===== src/rtl/dpram_stream_reader_pkg.sv =====
// Shared definitions for the dpram stream reader.
//   state_t    : reader FSM state encoding
//   FIFO_*     : output FIFO geometry (depth 4, 2-bit pointers, 3-bit count)
package dpram_stream_reader_pkg;

   typedef enum logic [1:0] {
      ST_IDLE  = 2'd0,
      ST_RUN   = 2'd1,
      ST_DRAIN = 2'd2
   } state_t;

   localparam int FIFO_DEPTH = 4;
   localparam int FIFO_PTR_W = 2;
   localparam int FIFO_CNT_W = 3;

endpackage


===== src/rtl/stream_fifo4.sv =====
// 4-entry synchronous FIFO for the reader output stream.
// Ports:
//   clk, reset_n        : clock, async active-low reset (clears pointers/count)
//   push, push_data     : write request and word
//   pop, pop_data       : read request and head word (zero when empty)
//   count, full, empty  : occupancy status
module stream_fifo4
   import dpram_stream_reader_pkg::*;
#(
   parameter int w = 9
) (
   input  logic                  clk,
   input  logic                  reset_n,
   input  logic                  push,
   input  logic [w-1:0]          push_data,
   input  logic                  pop,
   output logic [w-1:0]          pop_data,
   output logic [FIFO_CNT_W-1:0] count,
   output logic                  full,
   output logic                  empty
);

   logic [w-1:0]          mem [FIFO_DEPTH];
   logic [FIFO_PTR_W-1:0] wr_ptr;
   logic [FIFO_PTR_W-1:0] rd_ptr;
   logic                  do_push;
   logic                  do_pop;

   assign full    = (count == FIFO_CNT_W'(FIFO_DEPTH));
   assign empty   = (count == '0);
   assign do_push = push & ~full;
   assign do_pop  = pop & ~empty;

   // Head is forced to zero when empty so the stream outputs read as 0 after reset.
   assign pop_data = empty ? '0 : mem[rd_ptr];

   always_ff @(posedge clk or negedge reset_n) begin
      if (!reset_n) begin
         wr_ptr <= '0;
         rd_ptr <= '0;
         count  <= '0;
      end else begin
         if (do_push) wr_ptr <= wr_ptr + 1'b1;
         if (do_pop)  rd_ptr <= rd_ptr + 1'b1;
         case ({do_push, do_pop})
            2'b10:   count <= count + 1'b1;
            2'b01:   count <= count - 1'b1;
            default: count <= count;
         endcase
      end
   end

   always_ff @(posedge clk) begin
      if (do_push) mem[wr_ptr] <= push_data;
   end

endmodule


===== src/rtl/dpram_stream_reader.sv =====
// Read-side engine for a dpram buffer: walks port-B addresses from start_addr
// for length words (wrapping mod 2^aw), absorbs the one-cycle read latency and
// presents the words as a valid/ready stream with m_last on the final word.
// Ports:
//   clk, reset_n               : clock (also dpram clkb), async active-low reset
//   start, start_addr, length  : transfer request, sampled only while idle
//   addrb, doutb               : dpram port B address / read data
//   m_data, m_valid, m_ready, m_last : output stream
//   busy, done                 : transfer in progress, one-cycle completion pulse
//
// state    | meaning
// ---------+-------------------------------------------------------------
// ST_IDLE  | waiting for start; first fetch issues on the accepting edge
// ST_RUN   | issuing one fetch per cycle while words remain and credit allows
// ST_DRAIN | all fetched; waiting for pipeline and FIFO to empty, then done
module dpram_stream_reader
   import dpram_stream_reader_pkg::*;
#(
   parameter int aw = 8,
   parameter int dw = 8
) (
   input  logic          clk,
   input  logic          reset_n,
   input  logic          start,
   input  logic [aw-1:0] start_addr,
   input  logic [aw:0]   length,
   output logic [aw-1:0] addrb,
   input  logic [dw-1:0] doutb,
   output logic [dw-1:0] m_data,
   output logic          m_valid,
   input  logic          m_ready,
   output logic          m_last,
   output logic          busy,
   output logic          done
);

   state_t                state;
   state_t                state_nxt;
   logic [aw-1:0]         addr;
   logic [aw:0]           remaining;
   logic                  s1_vld;
   logic                  s1_last;
   logic                  s2_vld;
   logic                  s2_last;
   logic                  fetch;
   logic                  fetch_last;
   logic                  done_nxt;
   logic [aw-1:0]         fetch_addr;
   logic [aw:0]           rem_base;
   logic [FIFO_CNT_W-1:0] fifo_count;
   logic                  fifo_full;
   logic                  fifo_empty;
   logic                  pop;
   logic [dw:0]           fifo_head;
   logic [3:0]            occupancy;
   logic                  credit_ok;

   // Every issued fetch owns a FIFO slot until it is popped, so the FIFO
   // can never overflow whatever m_ready does.
   assign occupancy = {1'b0, fifo_count} + {3'b0, s1_vld} + {3'b0, s2_vld};
   assign credit_ok = !fifo_full && (occupancy < 4'(FIFO_DEPTH));

   // The accepting edge in IDLE issues the first fetch directly from the
   // request, which puts start_addr on addrb in the cycle after start.
   assign fetch_addr = (state == ST_IDLE) ? start_addr : addr;
   assign rem_base   = (state == ST_IDLE) ? length : remaining;

   always_comb begin
      state_nxt  = state;
      fetch      = 1'b0;
      fetch_last = 1'b0;
      done_nxt   = 1'b0;
      case (state)
         ST_IDLE: begin
            if (start) begin
               if (length == '0) begin
                  done_nxt = 1'b1;
               end else begin
                  fetch      = 1'b1;
                  fetch_last = (length == (aw+1)'(1));
                  state_nxt  = ST_RUN;
               end
            end
         end
         ST_RUN: begin
            if (remaining == '0) begin
               state_nxt = ST_DRAIN;
            end else if (credit_ok) begin
               fetch      = 1'b1;
               fetch_last = (remaining == (aw+1)'(1));
               if (fetch_last) state_nxt = ST_DRAIN;
            end
         end
         ST_DRAIN: begin
            if (!s1_vld && !s2_vld &&
                (fifo_empty || (fifo_count == FIFO_CNT_W'(1) && pop))) begin
               done_nxt  = 1'b1;
               state_nxt = ST_IDLE;
            end
         end
         default: state_nxt = ST_IDLE;
      endcase
   end

   always_ff @(posedge clk or negedge reset_n) begin
      if (!reset_n) begin
         state     <= ST_IDLE;
         addr      <= '0;
         remaining <= '0;
         addrb     <= '0;
         s1_vld    <= 1'b0;
         s1_last   <= 1'b0;
         s2_vld    <= 1'b0;
         s2_last   <= 1'b0;
         done      <= 1'b0;
      end else begin
         state   <= state_nxt;
         done    <= done_nxt;
         s1_vld  <= fetch;
         s1_last <= fetch & fetch_last;
         s2_vld  <= s1_vld;
         s2_last <= s1_last;
         if (fetch) begin
            addrb     <= fetch_addr;
            addr      <= fetch_addr + 1'b1;
            remaining <= rem_base - 1'b1;
         end
      end
   end

   // s2 lines up with doutb, so only words we actually fetched are captured.
   stream_fifo4 #(.w(dw + 1)) u_fifo (
      .clk       (clk),
      .reset_n   (reset_n),
      .push      (s2_vld),
      .push_data ({s2_last, doutb}),
      .pop       (pop),
      .pop_data  (fifo_head),
      .count     (fifo_count),
      .full      (fifo_full),
      .empty     (fifo_empty)
   );

   assign m_valid = ~fifo_empty;
   assign pop     = m_valid & m_ready;
   assign m_data  = fifo_head[dw-1:0];
   assign m_last  = fifo_head[dw];
   assign busy    = (state != ST_IDLE);

endmodule

===== config.mk =====
export PLATFORM = sky130hd
export DESIGN_NAME = dpram_stream_reader
export DESIGN_NICKNAME = d
export VERILOG_FILES = /design/src/rtl/dpram_stream_reader_pkg.sv /design/src/rtl/stream_fifo4.sv /design/src/rtl/dpram_stream_reader.sv
export SDC_FILE = /design/constraint.sdc
export NUM_CORES = 1
export LEC_CHECK = 0
export CAP_MARGIN = 20
export CELL_PAD_IN_SITES_DETAIL_PLACEMENT = 1
export CELL_PAD_IN_SITES_GLOBAL_PLACEMENT = 2
export CORE_MARGIN = 2
export CORE_UTILIZATION = 23
export DETAILED_ROUTE_END_ITERATION = 8
export DONT_BUFFER_PORTS = 1
export PLACE_DENSITY = 0.56
export SLEW_MARGIN = 40
export SYNTH_ARGS = -nofsm -noshare
export SYNTH_HDL_FRONTEND = slang
export SYNTH_SLANG_ARGS = --single-unit

===== constraint.sdc =====
create_clock -name clk -period 5.29 [get_ports clk]
set_input_delay 0.529 -clock clk [delete_from_list [all_inputs] [get_ports clk]]
set_output_delay 0.529 -clock clk [all_outputs]
set_load 0.03 [all_outputs]

==> results of run 1 <==
-- routing by layer --
layer	vias up	track usage, %	part of all wire, %
met5	-	0	0
met4	0	2.89	0.98
met3	8	5.48	6.5
met2	46	21.7	52
met1	1365	13.6	41
li1	1327	-	-
-- Yosys cell counts (4+ instances only) --
library cell / n
sky130_fd_sc_hd__xnor2_1: 5
sky130_fd_sc_hd__clkbuf_1: 7
sky130_fd_sc_hd__a21boi_0: 5
sky130_fd_sc_hd__dfrtp_1: 39
sky130_fd_sc_hd__nor4_1: 6
sky130_fd_sc_hd__or3_1: 4
sky130_fd_sc_hd__ha_1: 12
sky130_fd_sc_hd__o22ai_1: 6
sky130_fd_sc_hd__nor3_1: 6
sky130_fd_sc_hd__o21ai_0: 15
sky130_fd_sc_hd__mux4_2: 9
sky130_fd_sc_hd__nand2_1: 34
sky130_fd_sc_hd__inv_1: 10
sky130_fd_sc_hd__nor2_1: 29
sky130_fd_sc_hd__a31oi_1: 7
sky130_fd_sc_hd__mux2i_1: 6
sky130_fd_sc_hd__a21oi_1: 21
sky130_fd_sc_hd__buf_2: 5
sky130_fd_sc_hd__and2_1: 17
sky130_fd_sc_hd__nand3_1: 8
sky130_fd_sc_hd__edfxtp_1: 36
sky130_fd_sc_hd__and3_1: 4
-- worst paths after layout --
path | from | end | slack, ps
min in group clk | doutb[7] | u_fifo.mem[2][7]$_DFFE_PP_ | 280
worst min register to register | s1_last$_DFF_PN0_ | s2_last$_DFF_PN0_ | 350
worst max register to register | state[0]$_DFFE_PN0P_ | remaining[6]$_DFFE_PN0P_ | 2020
max in group asynchronous | reset_n | u_fifo.rd_ptr[1]$_DFFE_PN0P_ | 5060
worst max-delay path | state[0]$_DFFE_PN0P_ | remaining[6]$_DFFE_PN0P_ | 2020
worst min-delay path | reset_n | addr[7]$_DFFE_PN0P_ | 20
-- kinds of logic after synthesis --
| logic type | Yosys count | synth area share [%] |
|---|---|---|
| buf+inv | 29 | 3.39 |
| mux | 17 | 7.19 |
| flops | 75 | 51.2 |
| xor+xnor | 7 | 1.52 |
| compound gates | 91 | 15.9 |
| simple gates | 128 | 17.1 |
| fa+ha+maj | 12 | 3.73 |
-- timing repair --
item,4_1_cts,5_1_grt
buffers inserted,0,0
hold buffers,1,0
endpoints found under the hold margin,39,0
-- power breakdown --
part	internal (µW)	total (µW)	leakage [µW]	switching [µW]
clock network	416	679	0.000156	263
logic	460	1230	0.000733	770
registers	822	1090	0.000791	272
-- critical path, cell delays in order (launching register included) --
cell	delay, ps
sky130_fd_sc_hd__dfrtp_1	780
sky130_fd_sc_hd__nor2_8	210
sky130_fd_sc_hd__inv_2	560
sky130_fd_sc_hd__mux2i_1	310
sky130_fd_sc_hd__ha_1	290
sky130_fd_sc_hd__nand3_1	190
sky130_fd_sc_hd__nor3_2	290
sky130_fd_sc_hd__a21boi_0	240
sky130_fd_sc_hd__mux2i_1	100
sky130_fd_sc_hd__o22a_1	190
-- state kept, by name, summed over array words and instances, names as in the netlist, 2 cells and up --
| register | flops |
|---|---|
| addrb | 8 |
| state | 2 |
| u_fifo.count | 3 |
| u_fifo.mem | 36 |
| remaining | 9 |
| addr | 8 |
| u_fifo.wr_ptr | 2 |
| u_fifo.rd_ptr | 2 |
-- cell type report --
| cell class | count | area [µm²] |
|---|---|---|
| Clock buffer | 9 | 225 |
| Timing Repair Buffer | 1 | 27.5 |
| Clock inverter | 7 | 98.8 |
| Tap cell | 225 | 282 |
| Fill cell | 1958 | 12600 |
| Multi-Input combinational cell | 255 | 1830 |
| Inverter | 12 | 47.5 |
| Sequential cell | 75 | 2060 |
-- per-stage QoR --
step,hold WS [ps],power [µW],cells,setup WS (ps)
6_report,20.6,3000,584,2020
5_1_grt,18.8,3260,584,1620
4_1_cts,21.8,3070,584,1980
3_5_place_dp,234,2360,567,2000
3_3_place_gp,235,2320,567,2140
2_1_floorplan,233,2090,359,2340
==> qor_table.md, run 1 <==
| Stage | Metric | This run |
|:---|:---|:---|
| timing | Final Hold Vio Count | 0 |
| timing | Max Clock Freq | 306 MHz |
| timing | Number of endpoints failing setup at the final stage | 0 |
| synth | Number of synthesized flops with an enable pin | 36 |
| synth | Post-synth top area share | 26.9% |
| detailed routing | Detail-routed net length per standard cell | 18.3 µm |
| placed design | Estimated wirelength of the detail-placed design | 7410 µm |
| synth | Largest area contributor in the netlist | sky130_fd_sc_hd__edfxtp_1 |
| floorplanning | Number of top-level pins | 49 |
| synth | Largest cells by area after synthesis | sky130_fd_sc_hd__edfxtp_1, sky130_fd_sc_hd__dfrtp_1, sky130_fd_sc_hd__mux4_2 |
| global routing | Combined global-route utilization of all metal layers | 12.3% |
| clock tree | Clock root buffer | sky130_fd_sc_hd__clkbuf_16 |
| floorplanning | Area of the core | 17200 µm² |
| layout | Most frequent cells in the layout | sky130_fd_sc_hd__dfrtp_1, sky130_fd_sc_hd__edfxtp_1, sky130_fd_sc_hd__nand2_1 |
| setup path | Register-to-Register Path Depth | 9 |
| pwr | Peak ir drop on the vdd network | 185 µV |
| layout | Fin nets | 395 |
| flow run | Reported max-cap violation count | 0 |
| layout | Synth-to-Final Area Change | 13.5% |
| timing | Final Critical Period | 3270 ps |
| floorplanning | Starting utilization of the core area | 23.4% |
| detailed routing | Wire length after detailed routing | 10700 µm |
| floorplanning | Die Y-Extent | 136 µm |
| global routing | Largest net degree at the start of global routing | 40 |
| timing | Slew headroom | 45.5% |
| clock tree | Clock network latency to the later pin of the worst-skew pair | 340 ps |
| global routing | Vias in the first global route | 3019 |
| setup path | Largest fanout on the critical path | 27 |
| clock tree | CTS tree | done |
| synth | Portion of the post-synthesis area used by sequential elements | 51.2% |
| timing | Setup clock skew after layout | 6.15 ps |
| detailed routing | Total iterations of the first detailed-routing run | 4 |
| pwr | Total power per unit cell area | 658 nW/µm² |
| setup path | Type of the worst setup path | reg2reg |
| synth | FF+latch count, synth | 75 |
| synth | Mean post-synth cell area | 11.2 µm² |
| setup path | Element type at the critical path end | flop |
| timing | Setup repair after global routing missed its margin | false |
| global routing | First-pass GRT wire length | 17300 µm |
| layout | Most common cell after layout, fill and taps aside | sky130_fd_sc_hd__dfrtp_1 |
| timing | Worst Max-Slew Pin Slew | 818 ps |
| layout | Final cell utilization of the core | 26.6% |
| clock tree | Total clock buffers created by CTS | 9 |
| timing | Share of the clock period used by the worst path after layout | 61.8% |
| placed design | Routability cong. | 0.732 |
| detailed routing | Post-detailed-route via-to-cell ratio | 4.70 |
| clock tree | TritonCTS Sinks | 75 |
| synth | Post-synthesis async set-or-reset flop share | 52.0% |
| setup path | Worst Path Arrival | 3500 ps |
| detailed routing | Total via count after detailed routing | 2746 |
| global routing | Initial antenna violation count | 0 |
| layout | Antenna diode count | 0 |
| floorplanning | Total die area | 18600 µm² |
| clock tree | Number of gates resized after CTS | 0 |
| placed design | Standard cell area after detailed placement | 4210 µm² |
| pwr | Static leakage | 0.00168 µW |
| synth | Yosys cell types | 64 |
| setup path | Startpoint types | flop |
| layout | Finished layout cell area | 4570 µm² |
| synth | Most used flip-flop cell after synthesis | sky130_fd_sc_hd__dfrtp_1 |
| status | Status | finished clean |
| clock tree | Clock buffer depth | 2 |
| timing | Max Slew Vio Count | 0 |
| synth | Netlist area before placement | 4020 µm² |
| layout | Fraction of final layout cells sized beyond drive strength 1 | 12.3% |
| global routing | Total overflow reported by the global router | 0 |
| placed design | Buffers on Ports | 0 |
| floorplanning | Die width | 136 µm |
| worst hold path | Classification of the worst-slack hold path | in2async |
| synth | Number of cells produced by synthesis | 359 |
| detailed routing | DRC errors left | 0 |
| synth | Number of nets in the synthesized netlist | 400 |
| clock tree | Deepest level of the CTS H-tree | 3 |
| detailed routing | DR iter-0 viols | 89 |
| floorplanning | Rows | 48 |
| timing | Setup TNS | 0 ps |
| setup path | Required time of the critical path | 5520 ps |
| clock tree | Register clock-pin slew on the reported worst setup and hold paths | 60 ps |
| detailed routing | Remaining antenna violation count | 0 |
| synth | Synth warn | 0 |
(Power assumes the default switching activity.)
==> run 2: changes to the inputs <==
ABC_AREA = 1   (was default)
PLACE_DENSITY = 0.59   (was 0.56)
clock period = 3.09 ns   (was 5.29 ns; I/O delays follow)
==> run 2 against run 1 <==
Utilization rose by 0.66 points. Global-route usage fell by 0.31 points. Register-to-register slack got worse by 1200 ps. Wire length fell by 10%. Flip-flop and latch count did not move. Hold slack improved by 39 ps. Combinational power rose by 84%. Largest power group unchanged.
==> qor_table.md, run 2 <==
| Stage | Metric | This run |
|:---|:---|:---|
| flow run | Reported max-cap violation count | 0 |
| layout | Synth-to-Final Area Change | 15.7% |
| detailed routing | Post-detailed-route via-to-cell ratio | 4.25 |
| synth | Netlist area before placement | 3750 µm² |
| layout | Final cell utilization of the core | 27.2% |
| layout | Register with the most flip-flops | u_fifo.mem |
| timing | Worst Max-Slew Pin Slew | 747 ps |
| synth | Most used flip-flop cell after synthesis | sky130_fd_sc_hd__dfrtp_1 |
| layout | Most common cell after layout, fill and taps aside | sky130_fd_sc_hd__nand2_1 |
| layout | Antenna diode count | 0 |
| worst hold path | Worst Hold Depth | 0 |
| setup path | Cell-by-cell listing of the critical path | inv_1, o21ai_0, a21oi_1 |
| setup path | Register-to-Register Path Depth | 10 |
| detailed routing | Remaining antenna violation count | 0 |
| synth | Number of nets in the synthesized netlist | 481 |
| floorplanning | Die Y-Extent | 132 µm |
| floorplanning | Starting utilization of the core area | 23.5% |
| clock tree | Register clock-pin slew on the reported worst setup and hold paths | 60 ps |
| timing | Final Critical Period | 2610 ps |
| clock tree | TritonCTS Sinks | 75 |
| placed design | Estimated wirelength of the detail-placed design | 6700 µm |
| synth | Cell with the most instances after synthesis | sky130_fd_sc_hd__nand2_1 |
| global routing | Combined global-route utilization of all metal layers | 12.0% |
| worst hold path | Destination of the worst hold path | u_fifo.mem[1][1]$_DFFE_PP_ |
| worst hold path | Classification of the worst-slack hold path | in2reg |
| detailed routing | DRC errors left | 0 |
| detailed routing | Wire length after detailed routing | 9560 µm |
| status | Status | finished clean |
| clock tree | Total clock buffers created by CTS | 9 |
| timing | Share of the clock period used by the worst path after layout | 84.4% |
| layout | Filler cell count in the final layout | 1907 |
| setup path | Required time of the critical path | 2780 ps |
| setup path | Type of the worst setup path | reg2out |
| global routing | First-pass GRT wire length | 16200 µm |
| synth | Mean post-synth cell area | 8.53 µm² |
| layout | Fin nets | 488 |
| clock tree | Clock root buffer | sky130_fd_sc_hd__clkbuf_16 |
| floorplanning | Number of top-level pins | 49 |
| setup path | Delay of the slowest cell on the worst path | 630 ps |
| layout | Fraction of final layout cells sized beyond drive strength 1 | 8.19% |
| clock tree | Clock buffer depth | 2 |
| timing | Number of endpoints failing setup at the final stage | 0 |
| layout | Most frequent cells in the layout | sky130_fd_sc_hd__nand2_1, sky130_fd_sc_hd__nor2_1, sky130_fd_sc_hd__inv_1 |
| timing | Max Clock Freq | 384 MHz |
| floorplanning | Area of the core | 15900 µm² |
| layout | Registers with the most flip-flops | u_fifo.mem x36, remaining x9 |
| setup path | Worst R2R Setup Slack | 820 ps |
| layout | Flip-flop count of the largest register, all copies and words added | 36 |
| setup path | Startpoint types | flop |
| clock tree | CTS tree | done |
| synth | Number of synthesized flops with an enable pin | 36 |
| detailed routing | Total via count after detailed routing | 2840 |
| timing | Setup TNS | 0 ps |
| global routing | Initial antenna violation count | 0 |
| global routing | Total overflow reported by the global router | 0 |
| setup path | Reg2Reg Capture Point | u_fifo.count[2]$_DFFE_PN0P_ |
| pwr | Total power per unit cell area | 1170 nW/µm² |
| setup path | Worst Path Arrival | 2300 ps |
| global routing | Largest net degree at the start of global routing | 40 |
| detailed routing | Total iterations of the first detailed-routing run | 4 |
| synth | Synth warn | 0 |
| placed design | Routability cong. | 0.699 |
| synth | Post-synthesis async set-or-reset flop share | 52.0% |
| clock tree | Clock network latency to the later pin of the worst-skew pair | 340 ps |
| timing | Max Slew Vio Count | 0 |
| timing | Setup repair after global routing missed its margin | false |
| timing | Slew headroom | 50.4% |
| synth | Portion of the post-synthesis area used by sequential elements | 54.8% |
| timing | Setup clock skew after layout | 7.73 ps |
| detailed routing | DR iter-0 viols | 100 |
| floorplanning | Total die area | 17400 µm² |
| synth | Post-synth top area share | 28.8% |
| layout | Count of non-filler cells in the finished layout | 668 |
| floorplanning | Die width | 132 µm |
| synth | FF+latch count, synth | 75 |
| setup path | Element type at the critical path end | output pin |
| clock tree | Deepest level of the CTS H-tree | 3 |
| pwr | Static leakage | 0.00195 µW |
| setup path | Launch point of the worst reg-to-reg path | u_fifo.count[0]$_DFFE_PN0P_ |
| timing | Final Hold Vio Count | 0 |
| synth | Largest area contributor in the netlist | sky130_fd_sc_hd__edfxtp_1 |
| setup path | Critical Path Slowest Stage Cell | sky130_fd_sc_hd__dfrtp_1 |
| global routing | Vias in the first global route | 3114 |
| synth | List of most frequent post-synthesis cells | sky130_fd_sc_hd__nand2_1, sky130_fd_sc_hd__nor2_1, sky130_fd_sc_hd__inv_1 |
| synth | Yosys cell types | 30 |
| pwr | Peak ir drop on the vdd network | 319 µV |
| worst hold path | Launch point of the worst hold path | doutb[1] |
| synth | Number of cells produced by synthesis | 440 |
| floorplanning | Rows | 46 |
| setup path | Largest fanout on the critical path | 21 |
| placed design | Number of cells after detailed placement | 650 |
| placed design | Buffers on Ports | 0 |
| detailed routing | Detail-routed net length per standard cell | 14.3 µm |
| synth | Largest cells by area after synthesis | sky130_fd_sc_hd__edfxtp_1, sky130_fd_sc_hd__dfrtp_1, sky130_fd_sc_hd__nand2_1 |
-- run 2: cell count changes after synthesis, sizes merged, moves of 16 or more --
| cell | previous run | this run |
|---|---|---|
| and2 | 17 | 0 |
| inv | 12 | 49 |
| nand2 | 34 | 137 |
| nand3 | 8 | 24 |
| nor2 | 30 | 65 |
| o21ai | 18 | 34 |
-- run 2: worst max-delay path by stage --
stage | from | to | cells past startpoint | slack [ps]
after floorplan | u_fifo.count[0]$_DFFE_PN0P_ | u_fifo.count[2]$_DFFE_PN0P_ | 9 | 1210
after global placement | u_fifo.count[0]$_DFFE_PN0P_ | u_fifo.count[2]$_DFFE_PN0P_ | 10 | 540
after detailed placement | u_fifo.count[0]$_DFFE_PN0P_ | u_fifo.count[2]$_DFFE_PN0P_ | 10 | 750
after CTS | u_fifo.rd_ptr[0]$_DFFE_PN0P_ | m_data[0] | 3 | 380
after global routing | u_fifo.rd_ptr[0]$_DFFE_PN0P_ | m_data[0] | 3 | 220
final | u_fifo.rd_ptr[0]$_DFFE_PN0P_ | m_data[0] | 3 | 480
-- run 2: what timing repair did --
action,CTS,global route
endpoints found under the hold margin,39,0
hold buffers,2,0
gates resized for setup,0,0
setup buffers,0,0
-- run 2: power breakdown --
part | switching [µW] | internal [µW]
registers | 333 | 1390
logic | 1600 | 659
clock network | 456 | 636
total | 2390 | 2680
-- run 2: worst max-delay path, delay by kind of cell (launching register included) --
| kind | cells | cell delay [ps] |
|---|---|---|
| buffers and inverters | 1 | 520 |
| AO/OA/AOI/OAI | 2 | 800 |
| flip-flops | 1 | 630 |
-- run 2: area by class of cell --
cell class | count | area, µm² | area share (%)
Inverter | 50 | 188 | 4.32
Timing Repair Buffer | 8 | 82.6 | 1.90
Tap cell | 216 | 270 | 6.22
Sequential cell | 75 | 2060 | 47.4
Clock inverter | 6 | 72.6 | 1.67
Multi-Input combinational cell | 303 | 1440 | 33.2
Clock buffer | 10 | 229 | 5.27
-- run 2: cell families (layout without fill, tap and decap cells) --
| kind of cell | after synthesis | count (layout) | share of synthesized area, % |
|---|---|---|---|
| flops | 75 | 75 | 54.8 |
| compound gates | 49 | 49 | 6.80 |
| simple gates | 233 | 233 | 25.5 |
| fa+ha+maj | 12 | 12 | 4.00 |
| xor+xnor | 9 | 9 | 2.10 |
| buf+inv | 62 | 74 | 6.77 |
-- run 2: stage by stage --
stage	cell area, µm²	setup WS (ps)	total power, µW	hold slack, ps
3_5_place_dp	4000	747	4060	14.5
2_1_floorplan	3750	1210	3490	13.4
3_3_place_gp	4000	544	4020	14.6
5_1_grt	4340	220	5610	37.0
6_report	4340	483	5070	59.1
4_1_cts	4340	383	5210	39.9
-- run 2: routing by layer --
layer	routed length, µm	part of all wire (%)	GRT usage (%)	up-vias
met3	304	3.2	2.88	13
li1	-	-	-	1411
met4	178	1.9	4.71	0
met5	0	0	0	-
met1	4220	44	14.0	1378
met2	4850	51	21.3	38
